### src/rtl/led_axi_wr_ctrl.sv
// AXI4-Lite write-channel front end for the LED peripheral.
// Takes AW and W beats in any order, or both at once, and holds the captured values.
// It then issues a one-cycle register write strobe and returns an OKAY response.
module led_axi_wr_ctrl #(
    parameter int C_S_AXI_ADDR_WIDTH = 4,
    parameter int C_S_AXI_DATA_WIDTH = 32
) (
    input  logic                              S_AXI_ACLK,
    input  logic                              S_AXI_ARESETN,  // active-high despite the name
    input  logic [C_S_AXI_ADDR_WIDTH-1:0]     S_AXI_AWADDR,
    input  logic                              S_AXI_AWVALID,
    output logic                              S_AXI_AWREADY,
    input  logic [C_S_AXI_DATA_WIDTH-1:0]     S_AXI_WDATA,
    input  logic [C_S_AXI_DATA_WIDTH/8-1:0]   S_AXI_WSTRB,
    input  logic                              S_AXI_WVALID,
    output logic                              S_AXI_WREADY,
    output logic [1:0]                        S_AXI_BRESP,
    output logic                              S_AXI_BVALID,
    input  logic                              S_AXI_BREADY,
    output logic                              slv_reg_wren,
    output logic [C_S_AXI_ADDR_WIDTH-1:0]     axi_awaddr,
    output logic [C_S_AXI_DATA_WIDTH-1:0]     slv_wdata,
    output logic [C_S_AXI_DATA_WIDTH/8-1:0]   slv_wstrb
);

    localparam logic [2:0] ST_IDLE   = 3'd0;
    localparam logic [2:0] ST_GOT_AW = 3'd1;
    localparam logic [2:0] ST_GOT_W  = 3'd2;
    localparam logic [2:0] ST_WRITE  = 3'd3;
    localparam logic [2:0] ST_RESP   = 3'd4;

    logic [2:0]                        r_state;
    logic [2:0]                        w_state_nxt;
    logic                              r_awready;
    logic                              r_wready;
    logic                              r_bvalid;
    logic                              r_wren;
    logic [C_S_AXI_ADDR_WIDTH-1:0]     r_awaddr;
    logic [C_S_AXI_DATA_WIDTH-1:0]     r_wdata;
    logic [C_S_AXI_DATA_WIDTH/8-1:0]   r_wstrb;
    logic                              w_aw_hs;
    logic                              w_w_hs;

    assign w_aw_hs = S_AXI_AWVALID & r_awready;
    assign w_w_hs  = S_AXI_WVALID & r_wready;

    // Next-state decode of the write transaction FSM
    always_comb begin
        w_state_nxt = r_state;
        case (r_state)
            ST_IDLE: begin
                if (w_aw_hs && w_w_hs) begin
                    w_state_nxt = ST_WRITE;
                end else if (w_aw_hs) begin
                    w_state_nxt = ST_GOT_AW;
                end else if (w_w_hs) begin
                    w_state_nxt = ST_GOT_W;
                end
            end
            ST_GOT_AW: if (w_w_hs)  w_state_nxt = ST_WRITE;
            ST_GOT_W:  if (w_aw_hs) w_state_nxt = ST_WRITE;
            ST_WRITE:  w_state_nxt = ST_RESP;
            ST_RESP:   if (S_AXI_BREADY) w_state_nxt = ST_IDLE;
            default:   w_state_nxt = ST_IDLE;
        endcase
    end

    // State plus output flags registered from the next state.
    // This keeps every output free of input paths and holds the readies low during reset.
    always_ff @(posedge S_AXI_ACLK or posedge S_AXI_ARESETN) begin
        if (S_AXI_ARESETN) begin
            r_state   <= ST_IDLE;
            r_awready <= 1'b0;
            r_wready  <= 1'b0;
            r_bvalid  <= 1'b0;
            r_wren    <= 1'b0;
        end else begin
            r_state   <= w_state_nxt;
            r_awready <= (w_state_nxt == ST_IDLE) || (w_state_nxt == ST_GOT_W);
            r_wready  <= (w_state_nxt == ST_IDLE) || (w_state_nxt == ST_GOT_AW);
            r_bvalid  <= (w_state_nxt == ST_RESP);
            r_wren    <= (w_state_nxt == ST_WRITE);
        end
    end

    // Capture address and data/strobe on their own channel handshakes
    always_ff @(posedge S_AXI_ACLK or posedge S_AXI_ARESETN) begin
        if (S_AXI_ARESETN) begin
            r_awaddr <= '0;
            r_wdata  <= '0;
            r_wstrb  <= '0;
        end else begin
            if (w_aw_hs) begin
                r_awaddr <= S_AXI_AWADDR;
            end
            if (w_w_hs) begin
                r_wdata <= S_AXI_WDATA;
                r_wstrb <= S_AXI_WSTRB;
            end
        end
    end

    assign S_AXI_AWREADY = r_awready;
    assign S_AXI_WREADY  = r_wready;
    assign S_AXI_BVALID  = r_bvalid;
    assign S_AXI_BRESP   = 2'b00;
    assign slv_reg_wren  = r_wren;
    assign axi_awaddr    = r_awaddr;
    assign slv_wdata     = r_wdata;
    assign slv_wstrb     = r_wstrb;

endmodule

### config.mk
export PLATFORM = sky130hd
export DESIGN_NAME = led_axi_wr_ctrl
export DESIGN_NICKNAME = d
export VERILOG_FILES = /design/src/rtl/led_axi_wr_ctrl.sv
export SDC_FILE = /design/constraint.sdc
export NUM_CORES = 1
export LEC_CHECK = 0
export CAP_MARGIN = 20
export CORE_AREA = 2 2 78 80
export DETAILED_ROUTE_END_ITERATION = 8
export DIE_AREA = 0 0 80 82
export GPL_TIMING_DRIVEN = 0
export PLACE_DENSITY = 0.71
export SLEW_MARGIN = 40
export SYNTH_ARGS = -nofsm -noshare
export SYNTH_HDL_FRONTEND = slang
export SYNTH_SLANG_ARGS = --single-unit
### constraint.sdc
create_clock -name S_AXI_ACLK -period 2.2 [get_ports S_AXI_ACLK]
set_clock_uncertainty 0.15 [all_clocks]
set_input_delay 0.44 -clock S_AXI_ACLK [delete_from_list [all_inputs] [get_ports S_AXI_ACLK]]
set_output_delay 0.44 -clock S_AXI_ACLK [all_outputs]
set_load 0.02 [all_outputs]
==> results by group, run 1 <==
Logic synthesis
  – XOR/XNOR Fraction of Synth Area: 0%
  – YS warnings: 0
  – Post-Syn Area: 1950 um2
  – Netlist cell types: 18
  – Post-Syn Instances: ~110
  – Syn Area/Cell: 17.5 um2
  – Post-synthesis adder-cell area fraction: 0%
  – FF+latch count, synth: 47
  – Compound-gate portion of the synthesized area: under 10%
  – Main combinational cell family by area after synthesis: multiplexers
  – Area fraction in and, or, nand and nor cells after synthesis: under 10%
  – Sequential fraction of the synthesis area: between 60 and 70%
  – Post-synthesis mux area share: 28.9%

Detailed routing
  – DRC viols: 0
  – Drt first pass iters: 2
  – Vias post-DR: roughly 1200
  – DR iter-0 viols: 34
  – Drt wl/cell: between 10 and 15 um
  – Vias/cell: around 4.4
  – Routed WL: around 4000 um
  – Antenna Nets Post-Route: 0

STA
  – Final Max Slew Viols: 0
  – Hold WS: roughly 300 ps
  – Final setup margin: between 300 and 400 ps
  – Fmax: around 530 MHz
  – TNS Setup: 0 ps
  – Setup violations, final: 0
  – RSZ-0062 raised after global routing: no
  – Tcrit/Tclk final: between 80% and 90%
  – Min Clock Period, post-route: roughly 1900 ps
  – Final Hold Vio Count: 0
  – Headroom to the max-slew limit: 59.7%
  – Worst Tran Pin Value: about 600 ps

Worst setup path
  – Top fanout value on the critical path: 4
  – Max incr delay on CP: around 630 ps
  – Crit end category: output port
  – CP arrival: 1310 ps
  – Cells along the critical path: clkdlybuf4s50_1
  – Crit Path Class: flip-flop to output port
  – Worst R2R Setup Slack: 770 ps
  – Worst Path Buf+Inv: 1
  – Delay-heaviest family, CP: buffers and inverters
  – Critical Path RT: 1610 ps
  – CP Launch Type: flip-flop
  – Slowest CP cell: clkdlybuf4s50_1

Finish
  – Nets: 253
  – Area Growth Syn to Fin: 56.8%
  – Final Non-Filler Cells: approximately 280
  – Antenna cells: 0
  – Share of layout cells above drive strength 1: between 20% and 30%

Global routing
  – Initial antenna violation count: 0
  – Largest net degree at the start of global routing: 30
  – Global-route wire length before repair: between 6000 and 7000 um
  – Vias in the first global route: around 1300
  – Global route overflow: 0
  – Overall Global Routing Usage: 12.6%

CTS
  – CTS Buffer Depth: 2
  – TritonCTS clock tree: built
  – Post_cts resized: 0
  – Post-CTS Hold Fix Bufs: 0
  – Clock Pin Slew Worst Setup and Hold Paths: ~80 ps
  – CTS Buf Count: 5
  – Clock Latency Late Sink: 290 ps
  – Htree depth: 2
  – CTS Sinks: 47
  – Setup bufs post-CTS: 0
  – Root buf cell: clkbuf_8

Floorplan
  – Chip Height: 82 um
  – IO Pins: 91
  – Number of core rows: 28
  – Die Width: 80 um
  – Die area: roughly 6600 um2
  – Core box area: about 5700 um2
  – Initial cell density of the core: approximately 34%

Place
  – Port-buffer cells: 88
  – HPWL after DPL: just under 3000 um
  – GPL Wtd Cong: between 0.7 and 0.8
  – Post-Place Setup Slack: between 200 and 250 ps
  – Placed cell count: between 200 and 300

Run status
  – Outcome: finished, final reports clean

Pwr
  – Power density cells: 1470 nW/um2
  – Peak supply drop: 673 uV
  – Total leakage power: 1.32 nW
  – Total power: approximately 0.0045 W

Run
  – Number of max-cap violations: 0

Hold path
  – HP Class: input pin to asynchronous set/reset pin
worst register-to-register path, cell delays in order (launching register included):
cell	delay [ps]
dfrtp_1	430
nor4b_1	580
o21bai_1	200
layer usage:
layer  up-vias  routed length [um]  track usage (%)
li1        568                   -                -
met1       617                1710             16.1
met2        58                1890             20.4
met3         4                 293             3.74
met4         0                  49             4.58
met5         -                   0                0
metrics by stage:
| step | cell area [um2] | utilization [%] |
|---|---|---|
| 4_1_cts | 3050 | 53.1 |
| 6_report | 3050 | 53.1 |
| 3_3_place_gp | 2920 | 50.9 |
| 5_1_grt | 3050 | 53.1 |
| 2_1_floorplan | 1950 | - |
| 3_5_place_dp | 2950 | 51.3 |
power breakdown:
part           leakage (nW)  switching [W]  internal [W]
sequential            0.554       0.000243       0.00130
clock                0.0505       0.000277      0.000286
combinational         0.720       0.000986       0.00139
sequential cells by signal, summed over array words and instances (netlist names):
name	flops
r_state	3
S_AXI_WREADY	1
slv_wdata	32
S_AXI_AWREADY	1
axi_awaddr	4
S_AXI_BVALID	1
slv_reg_wren	1
slv_wstrb	4
cells in the final DEF, fill, tap and decap left out:
| master | instances |
|---|---|
| and2_4 | 1 |
| buf_12 | 5 |
| a21o_1 | 1 |
| and3_1 | 1 |
| inv_1 | 1 |
| clkinvlp_4 | 1 |
| and4_1 | 1 |
| nand3b_1 | 1 |
| mux2_2 | 10 |
| nand2_1 | 2 |
| inv_4 | 1 |
| clkbuf_8 | 7 |
| conb_1 | 2 |
| mux2_4 | 30 |
| clkdlybuf4s50_1 | 88 |
| nand2b_1 | 1 |
| buf_4 | 2 |
| o21bai_1 | 2 |
| a21o_2 | 1 |
| a21oi_1 | 3 |
| nor4b_1 | 1 |
| dfrtp_1 | 47 |
final timing paths:
kind,from,endpoint,depth (start not counted)
setup / recovery,S_AXI_WREADY$_DFF_PP0_,S_AXI_WREADY,1
hold / removal,S_AXI_ARESETN,slv_wdata[9]$_DFFE_PP0P_,2
setup reg to reg,r_state[1]$_DFF_PP0_,S_AXI_BVALID$_DFF_PP0_,2
hold reg to reg,r_state[2]$_DFF_PP0_,r_state[1]$_DFF_PP0_,1
max in group asynchronous,S_AXI_ARESETN,slv_wdata[4]$_DFFE_PP0P_,3
min in group S_AXI_ACLK,r_state[2]$_DFF_PP0_,r_state[1]$_DFF_PP0_,1
Yosys cell counts:
library cell | count | area, um2
a21o_2 | 1 | 8.76
nand2_1 | 2 | 7.51
and4_1 | 1 | 8.76
and2_4 | 1 | 8.76
nor4b_1 | 1 | 8.76
a21oi_1 | 3 | 15.0
buf_12 | 4 | 80.1
conb_1 | 1 | 3.75
nand2b_1 | 1 | 6.26
mux2_4 | 30 | 450
inv_1 | 2 | 7.51
nand3b_1 | 1 | 7.51
and3_1 | 1 | 6.26
mux2_2 | 10 | 113
buf_4 | 2 | 15.0
dfrtp_1 | 47 | 1180
o21bai_1 | 2 | 15.0
a21o_1 | 1 | 7.51
kinds of logic after synthesis:
group,after synthesis
other cells,1
flops,47
simple gates,8
compound gates,7
mux,40
buf+inv,8
area by class of cell:
type	instances	area, um2
Clock inverter	1	7.51
Tap cell	75	93.8
Inverter	2	10.0
Fill cell	509	2700
Timing Repair Buffer	89	901
Sequential cell	47	1180
Multi-Input combinational cell	57	671
Buffer	6	95.1
Clock buffer	7	96.3
(Power assumes the default switching activity.)
==> run 2: changes to the inputs <==
--- a/config.mk
+++ b/config.mk
@@ -5,12 +5,12 @@
 export SDC_FILE = /design/constraint.sdc
 export NUM_CORES = 1
 export LEC_CHECK = 0
-export CAP_MARGIN = 20
-export CORE_AREA = 2 2 78 80
+export CAP_MARGIN = 25
+export CORE_AREA = 2 2 84 86
 export DETAILED_ROUTE_END_ITERATION = 8
-export DIE_AREA = 0 0 80 82
+export DIE_AREA = 0 0 86 88
 export GPL_TIMING_DRIVEN = 0
-export PLACE_DENSITY = 0.71
+export PLACE_DENSITY = 0.62
 export SLEW_MARGIN = 40
 export SYNTH_ARGS = -nofsm -noshare
 export SYNTH_HDL_FRONTEND = slang
==> run 2 against run 1 <==
  * Cell count rose by 1.8%
  * Sequential share of layout area barely moved
  * Critical path depth did not move
  * Core utilization fell by 7.2 points
  * Sequential power barely moved
  * Worst hold slack got worse by 79 ps
  * Register-to-register slack barely moved
==> results by group, run 2 (synthesis gave the netlist of run 1 again) <==
CTS
  – Root buf cell: clkbuf_8
  – Post-CTS Hold Fix Bufs: 0 (unchanged)
  – TritonCTS clock tree: built
  – Htree depth: 2 (unchanged)
  – Setup bufs post-CTS: 0 (unchanged)
  – CTS Buf Count: 5 (unchanged)
  – Clock Latency Late Sink: 300 ps (about the same)
  – Clock Pin Slew Worst Setup and Hold Paths: 90 ps (about the same)
  – CTS Sinks: 47 (unchanged)
  – CTS Buffer Depth: 2 (unchanged)
  – Post_cts resized: 0 (unchanged)

Floorplan
  – Core box area: 6640 um2 (+16%)
  – Number of core rows: 30 (+7.1%)
  – Initial cell density of the core: 29.3% (-4.6 points)
  – Chip Height: 88 um (+7.3%)
  – IO Pins: 91 (unchanged)
  – Die area: 7570 um2 (+15%)
  – Die Width: 86 um (+7.5%)

Run
  – Number of max-cap violations: 0 (unchanged)

Pwr
  – Peak supply drop: 611 uV (-9.1%)
  – Total leakage power: 1.32 nW (-0.53%)
  – Total power: 0.00447 W (-0.38%)
  – Power density cells: 1470 nW/um2 (-0.34%)

STA
  – Final Max Slew Viols: 0 (unchanged)
  – Fmax: 518 MHz (-1.9%)
  – Setup violations, final: 0 (unchanged)
  – TNS Setup: 0 ps (unchanged)
  – Tcrit/Tclk final: 87.8% (+1.7 points)
  – RSZ-0062 raised after global routing: no
  – Headroom to the max-slew limit: 58.8% (-0.96 points)
  – Final Hold Vio Count: 0 (unchanged)
  – Worst Tran Pin Value: 610 ps (+14.3 ps)
  – Min Clock Period, post-route: 1930 ps (+37.0 ps)

Global routing
  – Initial antenna violation count: 0 (unchanged)
  – Largest net degree at the start of global routing: 43 (+43%)
  – Global-route wire length before repair: 6650 um (+4.9%)
  – Global route overflow: 0 (unchanged)
  – Overall Global Routing Usage: 11.5% (-1.1 points)
  – Vias in the first global route: 1334 (+2.3%)

Worst setup path
  – Delay-heaviest family, CP: buffers and inverters
  – Stages on worst setup path: 1 (unchanged)
  – Reg2Reg Launch Point: S_AXI_WREADY$_DFF_PP0_
  – CP arrival: 1340 ps (+30 ps)
  – Slowest CP cell: clkdlybuf4s50_1
  – CP Capture Point: S_AXI_WREADY
  – Worst R2R Setup Slack: 760 ps (about the same)
  – CP Launch Type: flip-flop
  – Crit path launch: S_AXI_WREADY$_DFF_PP0_
  – Critical Path RT: 1610 ps (about the same)
  – Max incr delay on CP: 630 ps (about the same)
  – Crit end category: output port
  – Crit Path Class: flip-flop to output port
  – R2r worst-path depth: 4 (+2)
  – Top fanout value on the critical path: 4 (unchanged)
  – Worst Path Buf+Inv: 1 (unchanged)
  – Cells along the critical path: clkdlybuf4s50_1
  – Crit Reg-Reg Endpoint: slv_wdata[7]$_DFFE_PP0P_

Detailed routing
  – Drt wl/cell: 14.6 um (+4.8%)
  – Routed WL: 4210 um (+6.7%)
  – DR iter-0 viols: 33 (-2.9%)
  – Vias post-DR: 1199 (-3.8%)
  – Drt first pass iters: 4 (+2)
  – Vias/cell: 4.15 (-5.5%)
  – Antenna Nets Post-Route: 0 (unchanged)
  – DRC viols: 0 (unchanged)

Finish
  – Commonest non-fill, non-tap cell in the layout: clkdlybuf4s50_1
  – Number of flip-flops in the largest register: 32 (unchanged)
  – Antenna cells: 0 (unchanged)
  – Nets: 253 (unchanged)
  – Share of layout cells above drive strength 1: 27.8% (unchanged)
  – Commonest non-fill, non-tap cells in the layout: 88 x clkdlybuf4s50_1, 47 x dfrtp_1, 30 x mux2_4, 10 x mux2_2, 5 x clkbuf_8
  – Area Growth Syn to Fin: 56.7% (about the same)

Place
  – GPL Wtd Cong: 0.715 (-7.4%)
  – HPWL after DPL: 3070 um (+3.9%)
  – Port-buffer cells: 88 (unchanged)

Run status
  – Outcome: finished, final reports clean

Hold path
  – HP Class: input pin to asynchronous set/reset pin
run 2: changes by cell type in the layout (fill, tap and decap cells not counted):
cell        previous run  this run
clkinvlp_4             1         2
buf_16                 0         1
buf_12                 5         4
clkinv_2               0         1
clkbuf_8               7         5
run 2: final cells by class:
cell class                      count  area [um2]
Buffer                              6        95.1
Inverter                            2        10.0
Sequential cell                    47        1180
Multi-Input combinational cell     57         671
Timing Repair Buffer               89         908
Clock inverter                      3        20.0
Tap cell                           80         100
Clock buffer                        5        68.8
Fill cell                         594        3590
run 2: power breakdown:
group          internal (W)  switching (W)  leakage [nW]  total (W)
sequential          0.00130       0.000262         0.554    0.00156
combinational       0.00139       0.000994         0.723    0.00239
clock              0.000222       0.000297        0.0402   0.000518
run 2: worst min-delay path by stage:
stage / slack [ps] / end / startpoint
2_1_floorplan: 300 / r_state[1]$_DFF_PP0_ / r_state[2]$_DFF_PP0_
3_3_place_gp: 340 / axi_awaddr[1]$_DFFE_PP0P_ / axi_awaddr[1]$_DFFE_PP0P_
3_5_place_dp: 340 / slv_wstrb[0]$_DFFE_PP0P_ / slv_wstrb[0]$_DFFE_PP0P_
4_1_cts: 200 / slv_wdata[25]$_DFFE_PP0P_ / S_AXI_ARESETN
5_1_grt: 200 / slv_wdata[25]$_DFFE_PP0P_ / S_AXI_ARESETN
6_report: 220 / slv_wdata[25]$_DFFE_PP0P_ / S_AXI_ARESETN
run 2: metrics by stage:
stage | util (%) | setup slack [ps] | instances | hold WS [ps] | cell area, um2
after global placement | 44.1 | -517 | 280 | 338 | 2930
final | 45.9 | 268 | 289 | 220 | 3050
after floorplan | - | 494 | 112 | 304 | 1950
after detailed placement | 44.6 | 185 | 281 | 342 | 2960
after global routing | 45.9 | 222 | 289 | 197 | 3050
after CTS | 45.9 | 261 | 289 | 203 | 3050
run 2: metal layers:
layer | up-vias | GRT usage (%) | part of all wire [%]
li1 | 572 | - | -
met1 | 579 | 15.4 | 46
met2 | 46 | 17.0 | 47
met3 | 2 | 4.81 | 7.1
met4 | 0 | 3.90 | 0.62
met5 | - | 0 | 0
==> run 3: changes to the inputs <==
--- a/config.mk
+++ b/config.mk
@@ -9,8 +9,9 @@
 export CORE_AREA = 2 2 84 86
 export DETAILED_ROUTE_END_ITERATION = 8
 export DIE_AREA = 0 0 86 88
+export DONT_BUFFER_PORTS = 1
 export GPL_TIMING_DRIVEN = 0
-export PLACE_DENSITY = 0.62
+export PLACE_DENSITY = 0.45
 export SLEW_MARGIN = 40
 export SYNTH_ARGS = -nofsm -noshare
 export SYNTH_HDL_FRONTEND = slang
==> run 3 against run 2 <==
  * Critical path depth is 3 higher
  * Count of clock-buffer cells in the layout is 3 higher
  * Total power is 19% lower
  * Cell area is 28% lower
  * Fmax is 22% higher
  * Critical endpoint is now slv_wdata[12]$_DFFE_PP0P_
==> results by group, run 3 (synthesis gave the netlist of run 1 again) <==
Run status
  – Outcome: finished, final reports clean

CTS
  – Post_cts resized: 0 (unchanged)
  – CTS Buffer Depth: 2 (unchanged)
  – Post-CTS Hold Fix Bufs: 1 (+1)
  – TritonCTS clock tree: built
  – CTS Buf Count: 5 (unchanged)
  – Setup bufs post-CTS: 0 (unchanged)
  – Clock Latency Late Sink: 290 ps (about the same)
  – Root buf cell: clkbuf_8
  – Clock Pin Slew Worst Setup and Hold Paths: 80 ps (about the same)
  – CTS Sinks: 47 (unchanged)
  – Htree depth: 2 (unchanged)

Pwr
  – Power density cells: 1660 nW/um2 (+13%)
  – Total leakage power: 0.990 nW (-25%)
  – Peak supply drop: 615 uV (+0.59%)

Worst setup path
  – R2r worst-path depth: 4 (unchanged)
  – Top fanout value on the critical path: 10 (+6)
  – Crit Path Class: flip-flop to flip-flop
  – Critical Path RT: 2230 ps (+620 ps)
  – Crit path launch: S_AXI_WREADY$_DFF_PP0_
  – Worst R2R Setup Slack: 610 ps (-150 ps)
  – CP Capture Point: slv_wdata[12]$_DFFE_PP0P_
  – CP Launch Type: flip-flop
  – CP arrival: 1610 ps (+270 ps)
  – Crit end category: flip-flop
  – Reg2Reg Launch Point: S_AXI_WREADY$_DFF_PP0_
  – Crit Reg-Reg Endpoint: slv_wdata[12]$_DFFE_PP0P_

Finish
  – Area Growth Syn to Fin: 12.5%
  – Commonest non-fill, non-tap cell in the layout: dfrtp_1
  – Commonest non-fill, non-tap cells in the layout: 47 x dfrtp_1, 30 x mux2_4, 10 x mux2_2, 7 x clkbuf_8, 4 x buf_12
  – Final core utilization: 33.0% (-13 points)
  – Antenna cells: 0 (unchanged)
  – Number of flip-flops in the largest register: 32 (unchanged)
  – Share of layout cells above drive strength 1: 46.7% (+19 points)
  – Nets: 166 (-34%)

STA
  – Setup violations, final: 0 (unchanged)
  – Final Max Slew Viols: 0 (unchanged)
  – Min Clock Period, post-route: 1590 ps (-347 ps)
  – Tcrit/Tclk final: 72.1% (-16 points)
  – Hold WS: 143 ps (-76.7 ps)
  – Worst Tran Pin Value: 536 ps (-73.6 ps)
  – Fmax: 631 MHz (+22%)
  – TNS Setup: 0 ps (unchanged)
  – Final Hold Vio Count: 0 (unchanged)
  – RSZ-0062 raised after global routing: no
  – Headroom to the max-slew limit: 63.7% (+5.0 points)
  – Final setup margin: 615 ps (+347 ps)

Global routing
  – Vias in the first global route: 985 (-26%)
  – Initial antenna violation count: 0 (unchanged)
  – Overall Global Routing Usage: 9.33% (-2.2 points)
  – Global-route wire length before repair: 5240 um (-21%)
  – Largest net degree at the start of global routing: 26 (-40%)
  – Global route overflow: 0 (unchanged)

Place
  – Port-buffer cells: 0 (-100%)
  – HPWL after DPL: 2620 um (-15%)
  – GPL Wtd Cong: 0.651 (-9.0%)
  – Post-Place Setup Slack: 617 ps (+433 ps)

Detailed routing
  – Drt wl/cell: 17.3 um (+19%)
  – WL met3: 314 um (+5.7%)
  – Routed WL: 3490 um (-17%)
  – DR iter-0 viols: 34 (+3.0%)
  – Drt first pass iters: 3 (-1)
  – Antenna Nets Post-Route: 0 (unchanged)
  – DRC viols: 0 (unchanged)
  – Highest routed layer: met4
  – Vias/cell: 4.50 (+8.5%)
  – WL met1: 1320 um (-31%)
  – WL met2: 1800 um (-8.3%)
  – Vias post-DR: 909 (-24%)

Floorplan
  – Number of core rows: 30 (unchanged)
  – Die area: 7570 um2 (unchanged)
  – Chip Height: 88 um (unchanged)
  – Die Width: 86 um (unchanged)
  – Core box area: 6640 um2 (unchanged)
  – Initial cell density of the core: 29.3% (unchanged)
  – IO Pins: 91 (unchanged)

Run
  – Number of max-cap violations: 0 (unchanged)

Hold path
  – Hold Crit Start: S_AXI_WDATA[14]
  – HP Class: input pin to flip-flop
[run 3: changes by cell type in the layout (fill, tap and decap cells not counted)]
| cell | change |
|---|---|
| clkinv_2 | -1 |
| clkbuf_8 | +2 |
| clkinvlp_4 | -2 |
| dlygate4sd3_1 | +1 |
| clkdlybuf4s50_1 | -88 |
| clkbuf_1 | +1 |
[run 3: worst min path at each step]
stage,endpoint,slack [ps],cells after the start
finish,slv_wdata[14]$_DFFE_PP0P_,140,1
global route,slv_wdata[11]$_DFFE_PP0P_,120,1
CTS,slv_wdata[8]$_DFFE_PP0P_,130,1
detailed placement,slv_wdata[8]$_DFFE_PP0P_,150,1
global placement,r_state[1]$_DFF_PP0_,330,1
floorplan,r_state[1]$_DFF_PP0_,300,1
[run 3: worst max-delay path, stage by stage (launching register included)]
cell     delay [ps]
dfrtp_1         510
and2_4          210
buf_12          140
buf_12          150
mux2_4          300
[run 3: area by class of cell]
type	count	area [um2]
multi-input combinational	57	671
clock buffer	8	100
timing repair buffer	2	37.5
inverter	2	10.0
sequential	47	1180
fill	638	4450
buffer	6	95.1
tap	80	100
[run 3: through the flow]
| step | cells | power, W | cell area, um2 |
|---|---|---|---|
| finish | 202 | 0.00364 | 2190 |
| global route | 202 | 0.00384 | 2190 |
| CTS | 202 | 0.00370 | 2190 |
| detailed placement | 193 | 0.00312 | 2080 |
| global placement | 192 | 0.00308 | 2050 |
| floorplan | 112 | 0.00290 | 1950 |
[run 3: power breakdown]
part / total (W) / internal (W) / switching (W)
clock: 0.000548 / 0.000287 / 0.000261
sequential: 0.00215 / 0.00130 / 0.000848
combinational: 0.000942 / 0.000650 / 0.000292
total: 0.00364 / 0.00223 / 0.00140
[run 3: metal layers]
metal | GRT usage (%) | vias to the layer above
met5 | 0 | -
met4 | 3.90 | 0
met3 | 5.00 | 5
met2 | 15.7 | 47
met1 | 9.76 | 458
li1 | - | 399
